$ cat src/rtl/seven_seg_scan_driver.sv
// Time-multiplexed BCD to seven-segment scan driver with blink modes,
// leading-zero blanking, per-digit decimal points and invalid-digit dash.
module seven_seg_scan_driver #(
   parameter int NUM_DIGITS     = 4,
   parameter int SCAN_DIV       = 100000,
   parameter int BLINK_DIV      = 50000000,
   parameter bit SEG_ACTIVE_LOW = 1'b0,
   parameter bit EN_ACTIVE_LOW  = 1'b0
) (
   input  logic                    Clk,
   input  logic                    Reset,
   input  logic [4*NUM_DIGITS-1:0] BcdIn,
   input  logic [NUM_DIGITS-1:0]   DpIn,
   input  logic [1:0]              Mode,
   input  logic                    LzbEn,
   output logic [6:0]              Seg,
   output logic                    Dp,
   output logic [NUM_DIGITS-1:0]   DigitEn,
   output logic                    BlinkPhase
);

   localparam int IDX_W   = (NUM_DIGITS > 1) ? $clog2(NUM_DIGITS) : 1;
   localparam int SCAN_W  = $clog2(SCAN_DIV);
   localparam int BLINK_W = $clog2(BLINK_DIV);
   localparam logic [6:0]            SEG_INV = SEG_ACTIVE_LOW ? 7'h7F : 7'h00;
   localparam logic                  DP_INV  = SEG_ACTIVE_LOW;
   localparam logic [NUM_DIGITS-1:0] EN_INV  = EN_ACTIVE_LOW ? '1 : '0;

   typedef enum logic [1:0] {STEADY, BLINK_ON, BLINK_OFF} blinkState_t;

   function automatic logic [6:0] decodeBcd(input logic [3:0] bcd);
      case (bcd)
         4'd0:    return 7'b0111111;
         4'd1:    return 7'b0000110;
         4'd2:    return 7'b1011011;
         4'd3:    return 7'b1001111;
         4'd4:    return 7'b1100110;
         4'd5:    return 7'b1101101;
         4'd6:    return 7'b1111101;
         4'd7:    return 7'b0000111;
         4'd8:    return 7'b1111111;
         4'd9:    return 7'b1101111;
         default: return 7'b1000000;
      endcase
   endfunction

   logic [SCAN_W-1:0]  scanCnt;
   logic [IDX_W-1:0]   digitIdx;
   logic               scanTick;
   blinkState_t        state, stateNext;
   logic [BLINK_W-1:0] blinkCnt, blinkCntNext, halfLast;
   logic [1:0]         prevMode;
   logic [6:0]         segNext;
   logic               dpNext;
   logic [NUM_DIGITS-1:0] enNext;
   logic               allZero, blank, visible;

   assign scanTick = (scanCnt == SCAN_W'(SCAN_DIV - 1));

   // The index names the digit shown in the slot that starts at the next tick.
   always_ff @(posedge Clk or posedge Reset) begin
      if (Reset) begin
         scanCnt  <= '0;
         digitIdx <= IDX_W'(NUM_DIGITS - 1);
      end else if (scanTick) begin
         scanCnt  <= '0;
         digitIdx <= (digitIdx == '0) ? IDX_W'(NUM_DIGITS - 1) : digitIdx - IDX_W'(1);
      end else begin
         scanCnt <= scanCnt + SCAN_W'(1);
      end
   end

   always_ff @(posedge Clk or posedge Reset) begin
      if (Reset) begin
         state      <= STEADY;
         blinkCnt   <= '0;
         prevMode   <= 2'd1;
         BlinkPhase <= 1'b1;
      end else begin
         state      <= stateNext;
         blinkCnt   <= blinkCntNext;
         prevMode   <= Mode;
         BlinkPhase <= (stateNext != BLINK_OFF);
      end
   end

   always_comb begin
      halfLast     = (Mode == 2'd2) ? BLINK_W'(BLINK_DIV - 1) : BLINK_W'(BLINK_DIV / 2 - 1);
      stateNext    = state;
      blinkCntNext = blinkCnt + BLINK_W'(1);
      if (Mode < 2'd2) begin
         stateNext    = STEADY;
         blinkCntNext = '0;
      end else if (Mode != prevMode || state == STEADY) begin
         stateNext    = BLINK_ON;
         blinkCntNext = '0;
      end else if (blinkCnt == halfLast) begin
         stateNext    = (state == BLINK_ON) ? BLINK_OFF : BLINK_ON;
         blinkCntNext = '0;
      end
   end

   // Walk from the top digit down so allZero covers every nibble above and at i.
   always_comb begin
      segNext = '0;
      dpNext  = 1'b0;
      enNext  = '0;
      allZero = 1'b1;
      blank   = 1'b0;
      for (int i = NUM_DIGITS - 1; i >= 0; i--) begin
         allZero = allZero && (BcdIn[4*i +: 4] == 4'd0);
         if (digitIdx == IDX_W'(i)) begin
            blank     = LzbEn && allZero && (i != 0);
            segNext   = blank ? 7'd0 : decodeBcd(BcdIn[4*i +: 4]);
            dpNext    = DpIn[i];
            enNext[i] = 1'b1;
         end
      end
      visible = (Mode != 2'd0) && BlinkPhase;
      if (!visible) begin
         segNext = '0;
         dpNext  = 1'b0;
         enNext  = '0;
      end
   end

   always_ff @(posedge Clk or posedge Reset) begin
      if (Reset) begin
         Seg     <= SEG_INV;
         Dp      <= DP_INV;
         DigitEn <= EN_INV;
      end else if (scanTick) begin
         Seg     <= segNext ^ SEG_INV;
         Dp      <= dpNext ^ DP_INV;
         DigitEn <= enNext ^ EN_INV;
      end
   end

endmodule

$ cat config.mk
export PLATFORM = sky130hd
export DESIGN_NAME = seven_seg_scan_driver
export DESIGN_NICKNAME = d
export VERILOG_FILES = /design/src/rtl/seven_seg_scan_driver.sv
export SDC_FILE = /design/constraint.sdc
export NUM_CORES = 1
export LEC_CHECK = 0
export BUFFER_PORTS_ARGS = -buffer_cell sky130_fd_sc_hd__buf_2
export CAP_MARGIN = 40
export CORE_MARGIN = 4
export CORE_UTILIZATION = 44
export DETAILED_ROUTE_END_ITERATION = 6
export SLEW_MARGIN = 20
export SYNTH_ARGS = -nofsm -noshare
export SYNTH_HDL_FRONTEND = slang
export SYNTH_SLANG_ARGS = --single-unit
export TNS_END_PERCENT = 1
$ cat constraint.sdc
create_clock -name Clk -period 4.35 [get_ports Clk]
set_clock_uncertainty 0.05 [all_clocks]
set_input_delay 0.2175 -clock Clk [delete_from_list [all_inputs] [get_ports Clk]]
set_output_delay 0.2175 -clock Clk [all_outputs]
set_load 0.1 [all_outputs]
==> results of run 1 <==
==> worst register-to-register path, delay by kind of cell, from the launching register on <==
kind,cells,cell delay (ns)
and+or+nand+nor,3,1.29
DFF,1,0.42
buffers and inverters,1,0.32
AOI/OAI and AO/OA,1,0.27
==> path summary, 6_finish.rpt <==
kind                                          to                   from  cells after the start  slack [ns]
min in group asynchronous   scanCnt[5]$_DFF_PP0_                  Reset                      4        0.32
setup / recovery              Seg[4]$_DFFE_PP0N_  scanCnt[12]$_DFF_PP0_                      5        1.88
hold reg to reg             scanCnt[0]$_DFF_PP0_   scanCnt[0]$_DFF_PP0_                      1        0.43
setup reg to reg              Seg[4]$_DFFE_PP0N_  scanCnt[12]$_DFF_PP0_                      5        1.88
hold / removal                    Dp$_DFFE_PP0N_                DpIn[0]                      3        0.20
max in group asynchronous  prevMode[0]$_DFF_PP1_                  Reset                      5        3.41
==> sequential cells by signal, indices dropped and copies added (netlist names) <==
register    cells
digitIdx        2
blinkCnt       26
DigitEn         4
Dp              1
BlinkPhase      1
state           2
scanCnt        17
Seg             7
prevMode        2
==> repair_timing <==
action | CTS | global route
hold buffers | 2 | 1
endpoints found under the setup margin | 0 | 0
endpoints found under the hold margin | 2 | 3
==> synthesized netlist by cell type (3+ instances only) <==
master                     count  area, um^2
sky130_fd_sc_hd__nor2b_1      10       62.56
sky130_fd_sc_hd__a21oi_1      13       65.06
sky130_fd_sc_hd__o211ai_1      4       30.03
sky130_fd_sc_hd__o31ai_1       7       52.55
sky130_fd_sc_hd__or3_1         6       37.54
sky130_fd_sc_hd__nand2_1      37       138.9
sky130_fd_sc_hd__a31oi_1       3       18.77
sky130_fd_sc_hd__inv_1        28       105.1
sky130_fd_sc_hd__and2_1        4       25.02
sky130_fd_sc_hd__mux2i_1       3       30.03
sky130_fd_sc_hd__ha_1         25       312.8
sky130_fd_sc_hd__o21ai_0      18       90.09
sky130_fd_sc_hd__xor2_1       20       175.2
sky130_fd_sc_hd__dfrtp_1      58        1451
sky130_fd_sc_hd__nor2_1       54       202.7
sky130_fd_sc_hd__clkbuf_1     11       41.29
sky130_fd_sc_hd__dfstp_2       4       105.1
sky130_fd_sc_hd__nand3_1      15       75.07
sky130_fd_sc_hd__nand4_1      12       75.07
sky130_fd_sc_hd__and4_1        6       52.55
sky130_fd_sc_hd__o311ai_0      3       26.28
sky130_fd_sc_hd__and3_1        5       31.28
sky130_fd_sc_hd__nor3b_1       3       22.52
sky130_fd_sc_hd__nor4_1        4       25.02
sky130_fd_sc_hd__a22o_1        4       35.03
sky130_fd_sc_hd__nor3_1       11       55.05
sky130_fd_sc_hd__a211oi_1      5       37.54
sky130_fd_sc_hd__xnor2_1      19       166.4
==> where the power goes <==
part / internal (mW) / switching, mW / leakage, nW
Clock: 0.296 / 0.223 / 0.0996
Combinational: 0.0347 / 0.0641 / 1.03
Sequential: 0.579 / 0.00148 / 0.795
==> metal layers <==
metal	GRT usage [%]	share of wire [%]	vias to the layer above
li1	-	-	1604
met2	27.34	45	66
met5	0	0	-
met3	3.413	3.7	14
met4	6.256	2.0	0
met1	24.49	49	1491
==> placed cells by master (no fill, tap or decap), drive strengths merged, types with 5 or more instances in the layout <==
cell type | Yosys | routed
nor2 | 54 | 54
a211oi | 5 | 5
and3 | 6 | 6
clkbuf | 11 | 13
a21oi | 13 | 13
nand3 | 15 | 15
or3 | 6 | 6
dfrtp | 58 | 58
xor2 | 20 | 20
and4 | 6 | 6
nor2b | 10 | 10
nand4 | 12 | 12
nor3 | 11 | 11
ha | 25 | 25
o21ai | 20 | 20
inv | 28 | 28
o31ai | 7 | 7
nand2 | 38 | 38
buf | 5 | 40
xnor2 | 19 | 19
==> layout make-up <==
| type | instances | area [um^2] | share of cell area, % |
|---|---|---|---|
| clock buffers | 13 | 158.9 | 3.590 |
| multi-input cells | 328 | 2167 | 48.95 |
| inverters | 28 | 105.1 | 2.374 |
| flip-flops and latches | 62 | 1556 | 35.16 |
| repair buffers | 43 | 261.5 | 5.907 |
| clock inverters | 3 | 42.54 | 0.9610 |
| well taps | 108 | 135.1 | 3.053 |
==> cells by family (layout without fill, tap and decap cells) <==
kind of cell / after synthesis / after routing
xor+xnor: 39 / 39
simple gates: 182 / 182
compound gates: 78 / 78
buf+inv: 44 / 87
flops: 62 / 62
fa+ha+maj: 25 / 25
mux: 4 / 4
==> results.md, run 1 <==
Setup path:
- Of all nets on the critical path, the largest fanout is 14.
- The slowest cell on the critical path is sky130_fd_sc_hd__or4b_1.
- The required time reported for the critical path endpoint is 4.51 ns.
- The data arrival time of the critical path is 2.63 ns.
- By startpoint and endpoint, the worst setup path is classified as register to register.
- The critical path goes through or4b_1 > nor4b_2 > nand4_1 > buf_6 > o31a_1.
- The worst setup path is captured at a register.
- The kind of cell adding the most delay to the critical path is simple AND/OR/NAND/NOR gates.
- The number of buffer and inverter stages on the critical path is 1.
- STA classifies the critical path startpoint as a register.
- In this design, the stage delay of the slowest critical-path cell is around 0.54 ns.

Route:
- The number of violations reported at the end of detailed-routing iteration 0 is approximately 150.
- In the final routed layout, each cell accounts on average for about 15 um.
- In the routed layout, each cell is associated on average with a via count of ~5.4.
- The post-detailed-routing wire length is around 8.5 mm.
- The detailed-route DRC error count is 0.
- The number of antenna-violating nets in the routed design is 0.
- The detailed-router iteration count before antenna repair is 5.
- The via total after detailed routing is roughly 3,200.

Clocking:
- The maximum level of the CTS H-tree is 3.
- The buffer cell driving the clock tree root is sky130_fd_sc_hd__clkbuf_8.
- The CTS buffer count is 9.
- The number of clock sinks is 62.
- The clock edge transition at the registers on the reported setup and hold paths is 0.07 ns.
- Once the clock tree was built, the resizer swapped 0 gates to a different size.
- The clock passes through at most 2 buffers.
- The TritonCTS clock tree is built.
- The clock insertion delay at the later pin of the skew report is 0.33 ns.
- In this run the post-CTS setup repair buffer count came out at 0.

Placed design:
- Detailed placement ended at an HPWL of around 6.2 mm.
- The number of buffers inserted by port buffering is 37.
- The final weighted congestion in routability-driven placement is approximately 0.87.
- At the placement stage, the worst setup path has a slack of around 1.9 ns.
- The number of instances in the placed design is approximately 570.
- The area after detailed placement is around 4200 um^2.

Timing:
- After layout, the worst setup slack is roughly 1.9 ns.
- The share of the clock period used by the worst path is a little under three fifths.
- The highest clock rate is around 410 MHz.
- The remaining max-slew budget at the tightest pin is approximately half.
- The sum of negative setup slack is 0 ns.
- On the final layout, the worst hold slack is about 0.20 ns.
- At the pin with the least slew margin, the transition time is between 0.7 and 0.8 ns.
- The final period demand of the worst path is ~2.5 ns.
- The final-report max-slew violation count is 0.
- The final hold violation count is 0.
- The setup-violating endpoint count in the final report is 0.
- Setup repair after global routing left no endpoint under its margin.

Floorplanning:
- The number of standard-cell rows in the floorplan is 34.
- Pin placement for this block handled 38 I/O pins.
- The die area is 10,460 um^2.
- For this configuration, the core starts out at a cell density of between 40% and 50%.
- The core region is between 8000 and 9000 um^2.
- The floorplan step set the die width to ~100 um.
- The die extent in y is between 100 and 150 um.

Global route:
- The first-pass GRT wire length is about 15 mm.
- The initial antenna violation count is 0.
- The aggregate global-route resource usage is between 10% and 20%.
- The pin count of the biggest net entering global routing is between 60 and 70.
- For this run the aggregate overflow at the end of global routing stands at 0.
- The number of global-route vias before repair is about 3,200.

Yosys:
- The simple logic cell fraction of the synthesized area is 24.14%.
- Counting flops and latches in the post-synthesis netlist gives just over 60.
- The number of distinct standard cells referenced by the synthesized netlist is 58.
- The number of nets produced by synthesis is a little under 500.
- The portion of the post-synthesis area used by sequential elements is 39.82%.
- The cell count after synthesis came out at roughly 430.
- The post-synthesis xor/xnor area fraction is 8.739%.
- The proportion of synthesized area in mux cells is under 10%.
- After synthesis, the share of flip-flops with an asynchronous set or reset is 100.0%.
- The combinational family with the most area after synthesis is simple AND/OR/NAND/NOR gates.
- The warning count from the yosys run is 0.
- Summing the areas of all compound-gate instances in the mapped netlist gives a little over an eighth of the synthesized area.
- After Yosys synthesis, full adders, half adders and majority gates account for between 8 and 9% of the synthesized area.
- The commonest register cell after synthesis is sky130_fd_sc_hd__dfrtp_1.
- The area of the mapped netlist is slightly below 4000 um^2.
- The number of enable flip-flop cells after synthesis is 0.
- The mean post-synth cell area is between 9 and 10 um^2.

Final layout:
- The net count of the finished layout is 522.
- The finished cells cover 4427 um^2.
- The non-filler instance count after layout is ~600.
- The utilization of the core after routing is about half.
- Counting the fill cells in the layout gives 840.
- The count of inserted antenna diode cells is 0.
- The relative area change from synthesis to final layout is 13.25%.
- The ratio of cells with drive above 1 in the final layout is roughly 13%.

Power and ir drop:
- After layout, the design draws a total of approximately 1.2 mW.
- In this run the static leakage power is 1.925 nW.
- Dividing total power by cell area gives a power density of roughly 270 nW/um^2.
- VDD sags by at most ~200 uV.

Hold path:
- The min-delay analysis places its worst path in the category input port to register.

Flow run:
- The max-capacitance violation count is 0.

Run status:
- The flow ran to the end, and the final reports show no timing, DRC or antenna violations.
Power figures use the tool's default switching activity.
==> run 2, diff against run 1 <==
- clock period: 4.35 -> 2 ns (I/O delays scaled with it)
==> run 2 against run 1 <==
Wire length increased by 4.1%; combinational power rose by 130%; design area increased by 6.2%; first-iteration DRC count increased by 26%; the run now ends with setup timing left; setup slack worse by 2.0 ns; non-clock buffer count grew 26; via count increased by 3.6%; global-route usage grew 0.19 points; fmax rose by 16%; critical path type unchanged.
==> results.md, run 2 (synthesis gave the netlist of run 1 again) <==
Global route:
- The total overflow reported by the global router is 0.
- The number of global-route vias before repair is about 3,100.
- Entering global routing, the biggest net connects 63 pins.
- The initial antenna violation count is 0.
- The first-pass GRT wire length is between 10 and 15 mm.
- Global routing consumed, over all layers together, 17.77% of the routing resources.

Power and ir drop:
- The worst vdd rail ir drop is about 230 uV.
- Combinational logic is responsible for under 10% of the overall power.
- The total power density per cell area is ~540 nW/um^2.
- The leakage component of the power is 2.104 nW.
- The internal power is between 1.5 and 2 mW.
- The share of total power dissipated in sequential elements is 49.8%.
- The switching fraction of total power is roughly a quarter.
- In this run the power spent charging and discharging nets is between 0.6 and 0.7 mW.
- The clock network power share is approximately two fifths.

Route:
- The number of violations reported at the end of detailed-routing iteration 0 is around 190.
- The pre-antenna-repair detailed-routing pass consisted of 5 iterations.
- The number of antenna-violating nets in the routed design is 0.
- The via total after detailed routing is roughly 3,300.
- The average via count per standard cell is 5.381.
- Dividing the detail-routed wire length by the instance count gives about 14 um.
- The post-detailed-routing wire length is 8.851 mm.
- The detailed-route DRC error count is 0.

Final layout:
- The largest registers in the layout are blinkCnt (26), scanCnt (17), Seg (7).
- The non-filler instance count after layout is a little over 600.
- The number of nets in the finished design is around 550.
- The repair_antennas step left the layout with diodes totalling 0.
- The number of flip-flops under the largest register name is 26.
- From synthesis to final layout, the design area changed by 20.26%.
- The library cells used most frequently in the layout, excluding fill and tap cells, are 58 x sky130_fd_sc_hd__dfrtp_1, 54 x sky130_fd_sc_hd__nor2_1, 37 x sky130_fd_sc_hd__nand2_1, 37 x sky130_fd_sc_hd__buf_2, 27 x sky130_fd_sc_hd__inv_1.
- Summing all non-filler instances in the final layout gives an area of around 4700 um^2.
- The most frequent standard cell in the layout excluding fill and tap cells is sky130_fd_sc_hd__dfrtp_1.
- The register with the most flip-flops is blinkCnt.
- The post-route netlist has between 20% and 30% of its cells at a drive strength greater than 1.

Setup path:
- Traced cell by cell, the critical path runs through or4b_1 > or3_1 > a2111o_1 > nand2_2 > buf_12 > nor2_1.
- At the worst endpoint, the required time is 2.17 ns.
- The worst setup path is launched from a register.
- The worst register-to-register path begins at blinkCnt[10]$_DFF_PP0_.
- The type of destination of the critical path is a register.
- At the worst endpoint, the arrival time is between 2 and 2.5 ns.
- Counting cells, the worst reg-to-reg path comes to 6.
- The slowest stage of the critical path belongs to the cell sky130_fd_sc_hd__or4b_1.
- The end of the worst register-to-register path is blinkCnt[13]$_DFF_PP0_.
- The setup path with the least slack is of type register to register.
- The register-to-register setup slack is -0.13 ns.
- The largest stage delay on the critical path is 0.50 ns.
- Of all nets on the critical path, the largest fanout is 20.

Timing:
- The final hold violation count is 0.
- The final-report max-slew violation count came to 0.
- The final period demand of the worst path is 2.129 ns.
- Static timing analysis puts the maximum clock frequency at 469.7 MHz.
- The sum of negative setup slack is -2.924 ns.
- The setup-violating endpoint count in the final report is 28.
- Setup repair after global routing could not meet its margin everywhere.
- The share of the clock period used by the worst path is 106.4%.
- The remaining max-slew budget at the tightest pin is between 40 and 50%.
- At the pin with the least slew margin, the transition time is 0.8331 ns.
- The final worst setup slack is -0.1290 ns.

Floorplanning:
- Measured along the x axis, the die boundary spans between 100 and 150 um.
- The die extent in y is around 100 um.
- The placeable core region is just under 9000 um^2.
- The number of standard-cell rows in the floorplan is 34.
- For this configuration, the core starts out at a cell density of 45.04%.
- During I/O placement, the number of pins put on the boundary was 38.
- The die area is ~10,000 um^2.

Hold path:
- The worst hold path begins at DpIn[0].
- The hold-critical path endpoint is Dp$_DFFE_PP0N_.
- The worst hold path passes through 3 cells.
- The path class of the tightest hold or removal check is input port to register.

Clocking:
- The number of clock sinks is between 60 and 70.
- The clock tree synthesis step divided the H-tree into 3 levels.
- After clock tree synthesis, the clock-pin slew on the worst setup and hold paths is about 0.070 ns.
- TritonCTS built the clock tree.
- The number of buffers inserted by post-CTS setup repair is 0.
- TritonCTS created 9 clock buffers.
- The clock insertion delay at the later pin of the skew report is 0.34 ns.
- The buffer cell driving the clock tree root is sky130_fd_sc_hd__clkbuf_8.
- The worst-case clock buffer depth is 2.

Placed design:
- The number of instances in the placed design is 592.
- Once detailed placement completed, the half-perimeter wirelength came to about 6.5 mm.
- The final weighted congestion in routability-driven placement is 0.8563.
- The area after detailed placement is ~4400 um^2.
- Buffers placed on the I/O ports in this run total 37.

Flow run:
- Max-cap violations in this run came to 0.

Run status:
- The final reports fail on setup timing.
- The run finished, with violations left.
==> run 2: changes by cell type in the layout (fill, tap and decap cells not counted), sizes merged <==
cell and change:
clkbuf -1, buf +26, bufinv -1, clkinv +2
==> run 2: through the flow <==
step / hold slack [ns] / total power, mW / setup slack, ns / utilization, %
after detailed placement: 0.1426 / 1.502 / -0.1840 / 50.61
after CTS: 0.04398 / 2.582 / -0.1364 / 53.55
final: 0.06320 / 2.536 / -0.1290 / 54.17
after global routing: 0.09723 / 2.648 / -0.2012 / 54.17
after global placement: 0.1431 / 1.499 / -0.1322 / 50.61
after floorplan: 0.05448 / 1.424 / -0.1169 / -
==> run 2: power by group through the flow <==
stage / sequential, mW / combinational [mW] / clock (mW)
6_report: 1.26 / 0.224 / 1.05
5_1_grt: 1.26 / 0.254 / 1.13
4_1_cts: 1.26 / 0.222 / 1.10
3_5_place_dp: 1.29 / 0.216 / 0
3_3_place_gp: 1.29 / 0.212 / 0
2_1_floorplan: 1.30 / 0.128 / 0
==> run 2: cell type report <==
class | count | area (um^2)
fill | 822 | 3978
clock buffer | 12 | 165.2
multi-input combinational | 328 | 2243
timing repair buffer | 69 | 465.4
inverter | 28 | 105.1
clock inverter | 4 | 30.03
tap | 108 | 135.1
sequential | 62 | 1556
==> run 2: repair_timing <==
item	4_1_cts	5_1_grt
setup endpoints to repair	48	40
hold buffers	3	0
resized for setup	8	12
pin swaps	7	2
endpoints found under the hold margin	60	0
==> run 2: metal layers <==
layer  part of all wire, %  GRT usage, %  up-vias  routed length, um
met2                    46         27.54       69               4087
met4                   1.6         4.945        0                138
met5                     0             0        -                  0
li1                      -             -     1661                  -
met1                    49         25.45     1546               4305
met3                   3.6         3.413       12                320
==> run 2: worst max path at each step <==
stage                     slack (ns)                    from                endpoint  cells past startpoint
after global placement         -0.13  blinkCnt[10]$_DFF_PP0_  blinkCnt[25]$_DFF_PP0_                      6
after floorplan                -0.12  blinkCnt[10]$_DFF_PP0_  blinkCnt[21]$_DFF_PP0_                      6
after detailed placement       -0.18  blinkCnt[10]$_DFF_PP0_      state[0]$_DFF_PP0_                      5
final                          -0.13  blinkCnt[10]$_DFF_PP0_  blinkCnt[13]$_DFF_PP0_                      6
after CTS                      -0.14  blinkCnt[10]$_DFF_PP0_  blinkCnt[13]$_DFF_PP0_                      6
after global routing           -0.20  blinkCnt[10]$_DFF_PP0_  blinkCnt[21]$_DFF_PP0_                      6
==> run 2: critical path: cells and delay by family, from the launching register on <==
kind | cells | cell delay, ns
AOI/OAI and AO/OA | 1 | 0.41
DFF | 1 | 0.37
buffers and inverters | 1 | 0.16
and+or+nand+nor | 4 | 1.02
